### src/rtl/logic_op_pipe.sv
//============================================================================
// Module   : logic_op_pipe
// Brief    : Bitwise AND/OR/XOR/NAND unit behind a 2-entry in-order result
//            buffer with valid/ready handshakes and a saturating result count.
// Revision : 1.0
//============================================================================
`default_nettype none

module logic_op_pipe #(
  parameter int WIDTH = 8,
  parameter int CNT_W = 16
) (
  input  logic             clk,
  input  logic             rst_n,
  input  logic             in_valid,
  output logic             in_ready,
  input  logic [WIDTH-1:0] a,
  input  logic [WIDTH-1:0] b,
  input  logic [1:0]       op,
  output logic             out_valid,
  input  logic             out_ready,
  output logic [WIDTH-1:0] y,
  output logic             y_nz,
  output logic [1:0]       y_op,
  output logic [CNT_W-1:0] op_count
);

  localparam logic [CNT_W-1:0] c_cnt_max = '1;
  localparam logic [1:0]       c_depth   = 2'd2;

  logic [WIDTH-1:0] r_data [2];
  logic             r_nz   [2];
  logic [1:0]       r_op   [2];
  logic             r_wptr;
  logic             r_rptr;
  logic [1:0]       r_occ;
  logic             r_active;
  logic [CNT_W-1:0] r_cnt;

  logic [WIDTH-1:0] w_result;
  logic             w_push;
  logic             w_pop;

  always_comb begin
    w_result = '0;
    case (op)
      2'b00:   w_result = a & b;
      2'b01:   w_result = a | b;
      2'b10:   w_result = a ^ b;
      default: w_result = ~(a & b);
    endcase
  end

  // r_active holds in_ready low until the first edge after reset release.
  assign in_ready  = r_active && (r_occ != c_depth);
  assign out_valid = (r_occ != 2'd0);
  assign w_push    = in_valid && in_ready;
  assign w_pop     = out_valid && out_ready;

  always_ff @(posedge clk or negedge rst_n) begin
    if (!rst_n) begin
      r_active <= 1'b0;
    end else begin
      r_active <= 1'b1;
    end
  end

  always_ff @(posedge clk or negedge rst_n) begin
    if (!rst_n) begin
      for (int i = 0; i < 2; i++) begin
        r_data[i] <= '0;
        r_nz[i]   <= 1'b0;
        r_op[i]   <= 2'b00;
      end
    end else if (w_push) begin
      r_data[r_wptr] <= w_result;
      r_nz[r_wptr]   <= |w_result;
      r_op[r_wptr]   <= op;
    end
  end

  always_ff @(posedge clk or negedge rst_n) begin
    if (!rst_n) begin
      r_wptr <= 1'b0;
      r_rptr <= 1'b0;
      r_occ  <= 2'd0;
    end else begin
      if (w_push) begin
        r_wptr <= ~r_wptr;
      end
      if (w_pop) begin
        r_rptr <= ~r_rptr;
      end
      case ({w_push, w_pop})
        2'b10:   r_occ <= r_occ + 2'd1;
        2'b01:   r_occ <= r_occ - 2'd1;
        default: r_occ <= r_occ;
      endcase
    end
  end

  always_ff @(posedge clk or negedge rst_n) begin
    if (!rst_n) begin
      r_cnt <= '0;
    end else if (w_pop && (r_cnt != c_cnt_max)) begin
      r_cnt <= r_cnt + 1'b1;
    end
  end

  // Storage is cleared by reset, so the head reads zero while empty after reset.
  assign y        = r_data[r_rptr];
  assign y_nz     = r_nz[r_rptr];
  assign y_op     = r_op[r_rptr];
  assign op_count = r_cnt;

endmodule

`default_nettype wire

### config.mk
export PLATFORM = sky130hd
export DESIGN_NAME = logic_op_pipe
export DESIGN_NICKNAME = d
export VERILOG_FILES = /design/src/rtl/logic_op_pipe.sv
export SDC_FILE = /design/constraint.sdc
export NUM_CORES = 1
export LEC_CHECK = 0
export BUFFER_PORTS_ARGS = -buffer_cell sky130_fd_sc_hd__buf_4
export CORE_UTILIZATION = 59
export DETAILED_ROUTE_END_ITERATION = 10
export PLACE_DENSITY = 0.89
export SLEW_MARGIN = 20
export SYNTH_ARGS = -nofsm -noshare
export SYNTH_HDL_FRONTEND = slang
export SYNTH_SLANG_ARGS = --single-unit
### constraint.sdc
create_clock -name clk -period 4.6 [get_ports clk]
set_input_delay 0.92 -clock clk [delete_from_list [all_inputs] [get_ports clk]]
set_output_delay 0.92 -clock clk [all_outputs]
set_load 0.01 [all_outputs]
==> run_results.csv, run 1 <==
group,metric,value,unit
synth,synthArstFlopShare,1.00,
setup_path,crit_path_end_kind,"primary output",
synth,synth_cell_type_count,44,
min_path,min_from,"r_nz[0]",
timing,timing.final.ws_setup,2120,ps
setup_path,timing.critical_path.arrival,1560,ps
layout,area_growth_from_synthesis_to_layout,19.2,%
pwr,p_leak,0.00146,uW
clocking,cts_root_buffer,"clkbuf_8",
clocking,tritoncts_clock_tree,"done",
detailed_routing,wirelength,4.92,mm
place,gp_congestion,0.723,
synth,synth.yosys.seq_area_share,0.421,
layout,drive_above_1_share,0.343,
setup_path,critical_path.startpoint,"r_rptr",
status,outcome,"complete, no violations",
pwr,power.density_cell_area,522,mW/mm2
clocking,clock-sinks,43,
layout,layout_commonest_cell,"buf_4",
detailed_routing,routed-wl-met3,182,um
global_route,grt_usage,0.241,
detailed_routing,via_per_inst,5.47,
clocking,cts_hold_buffers,0,
clocking,cts_buffer_depth,2,
place,pre_cts_ws,2170,ps
detailed_routing,detail_route.iter0.violations,52,
detailed_routing,detailedRoute.firstPassIterationCount,4,
floorplan,core-area,0.00409,mm2
floorplan,die_height,67.8,um
global_route,grt_start_max_net_pins,44,
clocking,tritoncts.num_buffers,5,
synth,synth_enable_flop_cells,0,
place,io_buffers,50,
timing,worst_pin_slew,539,ps
timing,period_minus_slack,2480,ps
detailed_routing,via_count,1853,
timing,clock.fmax,404,MHz
detailed_routing,antenna_violation_net_count_after_detailed_routing,0,
setup_path,timing.critical_path.required,3680,ps
synth,netlist.area_leader.share,0.421,
synth,cell_taking_the_most_area_after_synthesis,"dfrtp_1",
clocking,clock_slew_seen_by_the_registers_of_the_worst_setup_and_hold_paths,80,ps
synth,postSynthRegisterBits,43,
setup_path,r2r_start,"op_count[0]",
min_path,worst_hold_path_depth,2,
flow_run,timing.max_cap.violations,0,
synth,syn-mean-instance-area,10.7,um2
clocking,cts_htree_levels,2,
setup_path,r2r_slack,2810,ps
timing,clock_skew,7.47,ps
global_route,first_global_vias,1852,
synth,synth_ff_type,"dfrtp_1",
setup_path,slowest_delay,690,ps
detailed_routing,route.met2.wl,2.49,mm
timing,setup_viol,0,
floorplan,ios,51,
floorplan,floorplan.initialDensity,0.626,
clocking,clock_latency,300,ps
layout,number_of_diodes_added_for_antenna_fixing,0,
synth,synth.yosys.warnings,0,
timing,grt_setup_unrepaired,"false",
clocking,cts_setup_buffers,0,
setup_path,cells_along_the_critical_path,"mux2_2 -> buf_4",
synth,synth.area.top_cells,"dfrtp_1, mux2_2, ha_1",
timing,slew_viols_final,0,
synth,syn-cell-area,0.00256,mm2
detailed_routing,post_drt_wl_per_cell,14.5,um
global_route,gr-total-overflow,0,
setup_path,timing.setup.critical_path_class,"reg -> out",
synth,syn-num-nets,280,
min_path,min_path_type,"reg -> reg",
layout,final_nets,328,
global_route,grt_antenna_before_repair,0,
floorplan,chipWidth,67.8,um
setup_path,rr_endpoint,"op_count[1]",
synth,post_synth_inst_count,240,
timing,slew_headroom,0.640,
clocking,cts.repair.resized,0,
min_path,min_delay_worst_endpoint,"r_nz[0]",
setup_path,worst-path-max-fanout,12,
detailed_routing,drc,0,
timing,totalNegativeSetupSlack,0,ps
place,dpl.cell_count,331,
floorplan,placement_rows,23,
pwr,worst_ir_drop_on_vdd,381,uV
setup_path,ff2ff_path_depth,5,
layout,layout.cells.non_filler,339,
setup_path,kind_of_start_point_of_the_critical_path,"flip-flop",
layout,most-common-layout-cells,"buf_4, dfrtp_1, mux2_2",
timing,post-route-period-util,0.538,
setup_path,worst_path_max_delay_cell,"dfrtp_1",
floorplan,dieArea,0.00460,mm2
detailed_routing,dr.max_layer_used,"met4",
timing,hold_vio_cnt_final,0,
global_route,global_route_wire_length_before_repair,8.01,mm
place,hpwlAfterDp,3.62,mm
detailed_routing,wirelength_met1,2.09,mm
==> cells in the mapped netlist (3+ instances only) <==
master,n
o21ai_0,7
mux2_2,31
dfrtp_1,43
xnor2_1,15
buf_2,3
nand3_1,4
a21oi_1,3
inv_1,18
or2_1,3
nor2_1,12
ha_1,18
nand4_1,4
o31ai_1,3
o211ai_1,4
nor2b_1,12
nand2_1,21
==> layer usage <==
metal / vias up / GRT usage
met5: - / 0
met3: 16 / 0.0467
li1: 921 / -
met1: 876 / 0.266
met4: 0 / 0.135
met2: 40 / 0.431
==> worst max-delay path by stage <==
stage	slack (ps)	end	depth (start not counted)
final	2120	y_nz	2
after global routing	2100	y[7]	2
after CTS	2110	y_nz	2
after detailed placement	2170	r_nz[1]	8
after global placement	2270	r_nz[1]	8
after floorplan	2440	r_nz[0]	7
==> cell type report <==
type / instances / area (um2)
multi-input cells: 170 / 1350
flip-flops and latches: 43 / 1080
fillers: 292 / 1040
repair buffers: 50 / 375
clock buffers: 5 / 68.8
inverters: 18 / 67.6
well taps: 50 / 62.6
clock inverters: 3 / 43.8
==> sequential cells by signal, indices dropped and copies added, names as in the netlist <==
name / count
r_nz: 2
r_occ: 2
r_active: 1
r_rptr: 1
r_op: 4
r_data: 16
op_count: 16
r_wptr: 1
==> power breakdown <==
| part | internal, uW | total, uW | leakage, uW | switching [uW] |
|---|---|---|---|---|
| clock network | 162 | 294 | 0.0000581 | 132 |
| registers | 522 | 649 | 0.000532 | 127 |
| logic | 373 | 648 | 0.000865 | 275 |
| total | 1060 | 1590 | 0.00146 | 534 |
==> cell families (layout without fill, tap and decap cells) <==
logic type      after synthesis  count (layout)  share of synthesized area
simple gates                 70              70                      0.148
mux                          32              32                      0.141
other cells                   1               1                    0.00147
compound gates               32              32                     0.0930
flops                        43              43                      0.421
fa+ha+maj                    18              18                     0.0881
xor+xnor                     17              17                     0.0582
buf+inv                      27              76                     0.0499
==> through the flow <==
step	utilization	power (uW)	cell area [um2]	hold WS, ps
5_1_grt	0.746	1690	3050	521
2_1_floorplan	-	1040	2560	450
4_1_cts	0.746	1600	3050	500
6_report	0.746	1590	3050	498
3_3_place_gp	0.718	1270	2940	469
3_5_place_dp	0.718	1300	2940	482
==> critical path, delay by kind of cell (launching register included) <==
kind	cells	cell delay, ps
buffers and inverters	1	150
DFF	1	690
muxes	1	420
Note: power is estimated with default switching activity, not from simulation.
==> run 2: changes to the inputs <==
CORE_UTILIZATION = 55   (was 59)
PLACE_DENSITY = 0.84   (was 0.89)
clock period = 2.3 ns   (was 4.6 ns; I/O delays follow)
==> run_results.csv, run 2 (synthesis results as in run 1) <==
group,metric,value,unit
layout,layout.cells.non_filler,341,
global_route,grt_start_max_net_pins,44,
detailed_routing,wirelength,4.79,mm
timing,totalNegativeSetupSlack,0,ps
clocking,clock_slew_seen_by_the_registers_of_the_worst_setup_and_hold_paths,80,ps
global_route,global_route_wire_length_before_repair,8.32,mm
floorplan,die_height,70.2,um
setup_path,slowest_delay,700,ps
setup_path,worst_path_max_delay_cell,"dfrtp_1",
global_route,grt_antenna_before_repair,0,
setup_path,timing.critical_path.arrival,1570,ps
min_path,min_path_type,"in -> async",
global_route,grt_usage,0.214,
timing,clock_skew,4.90,ps
clocking,cts_buffer_depth,2,
floorplan,core-area,0.00441,mm2
global_route,first_global_vias,1906,
clocking,clock_latency,290,ps
detailed_routing,detail_route.iter0.violations,64,
detailed_routing,post_drt_wl_per_cell,14.0,um
floorplan,placement_rows,24,
layout,final_nets,328,
floorplan,dieArea,0.00493,mm2
detailed_routing,detailedRoute.firstPassIterationCount,4,
layout,most-common-layout-cells,"buf_4, dfrtp_1, mux2_2",
pwr,worst_ir_drop_on_vdd,594,uV
timing,grt_setup_unrepaired,"false",
layout,area_growth_from_synthesis_to_layout,19.5,%
setup_path,timing.setup.critical_path_class,"reg -> out",
clocking,cts_hold_buffers,0,
floorplan,chipWidth,70.2,um
detailed_routing,via_count,1832,
place,hpwlAfterDp,3.48,mm
timing,setup_viol,0,
clocking,cts_root_buffer,"clkbuf_8",
place,dpl.cell_count,333,
setup_path,cp.depth,2,
detailed_routing,drc,0,
timing,clock.fmax,493,MHz
setup_path,worst-path-max-fanout,12,
detailed_routing,via_per_inst,5.37,
layout,layout_commonest_cell,"buf_4",
setup_path,kind_of_start_point_of_the_critical_path,"flip-flop",
timing,slew_headroom,0.624,
setup_path,cells_along_the_critical_path,"mux2_2 -> buf_4",
place,io_buffers,50,
detailed_routing,antenna_violation_net_count_after_detailed_routing,0,
pwr,p_leak,0.00146,uW
clocking,cts.repair.resized,0,
clocking,clock-sinks,43,
setup_path,ff2ff_path_depth,4,
floorplan,floorplan.initialDensity,0.579,
floorplan,ios,51,
global_route,gr-total-overflow,0,
place,gp_congestion,0.726,
clocking,cts_htree_levels,2,
timing,post-route-period-util,0.881,
setup_path,worst_path_dominant_cell_family,"flip-flops",
setup_path,timing.critical_path.required,1840,ps
pwr,power.density_cell_area,1040,mW/mm2
clocking,tritoncts.num_buffers,5,
timing,worst_pin_slew,563,ps
clocking,cts_setup_buffers,0,
setup_path,crit_path_end_kind,"primary output",
timing,slew_viols_final,0,
status,outcome,"complete, no violations",
timing,hold_vio_cnt_final,0,
timing,period_minus_slack,2030,ps
layout,number_of_diodes_added_for_antenna_fixing,0,
layout,drive_above_1_share,0.343,
flow_run,timing.max_cap.violations,0,
clocking,tritoncts_clock_tree,"done",
setup_path,cp_num_buf_inv,1,
[run 2: cell types whose count changed in the layout (fill, tap and decap cells not counted)]
| cell | before | now |
|---|---|---|
| clkbuf_8 | 5 | 6 |
| clkinv_4 | 1 | 0 |
[run 2: worst reg2reg max path, delay by kind of cell (launching register included)]
family	cells	cell delay, ps
and+or+nand+nor	2	440
AOI/OAI and AO/OA	1	410
DFF	1	460
muxes	1	390
[run 2: cell type report]
class	count	area, um2
clock inverter	2	35.0
sequential	43	1080
inverter	18	67.6
multi-input combinational	170	1350
fill	354	1360
timing repair buffer	50	375
tap	52	65.1
clock buffer	6	82.6
[run 2: final timing paths]
| kind | slack [ps] | startpoint | endpoint |
|---|---|---|---|
| worst min-delay path | 150 | rst_n | r_data[10] |
| worst max register to register | 490 | op_count[12] | op_count[1] |
| worst max-delay path | 270 | r_rptr | y_op[1] |
| worst min register to register | 500 | r_data[2] | r_data[2] |
| min in group clk | 470 | in_valid | r_wptr |
| max in group asynchronous | 1800 | rst_n | op_count[0] |
[run 2: through the flow]
stage,area (um2),util,worst slack (ps),total power (uW),hold WS (ps)
floorplan,2560,-,604,2080,164
global placement,2940,0.666,423,2530,471
detailed placement,2940,0.666,338,2590,474
CTS,3060,0.692,283,3200,149
global route,3060,0.692,213,3360,180
finish,3060,0.692,273,3170,147
[run 2: power by group]
group	internal [uW]	switching, uW	total (uW)
logic	745	533	1280
registers	1040	248	1290
clock network	351	248	599
total	2140	1030	3170
[run 2: metal layers]
layer  global-route usage  vias up  wire, um
li1                     -      911         -
met1                0.260      861      2100
met2                0.374       49      2420
met3               0.0361       11       164
met4               0.0889        0        95
met5                    0        -         0
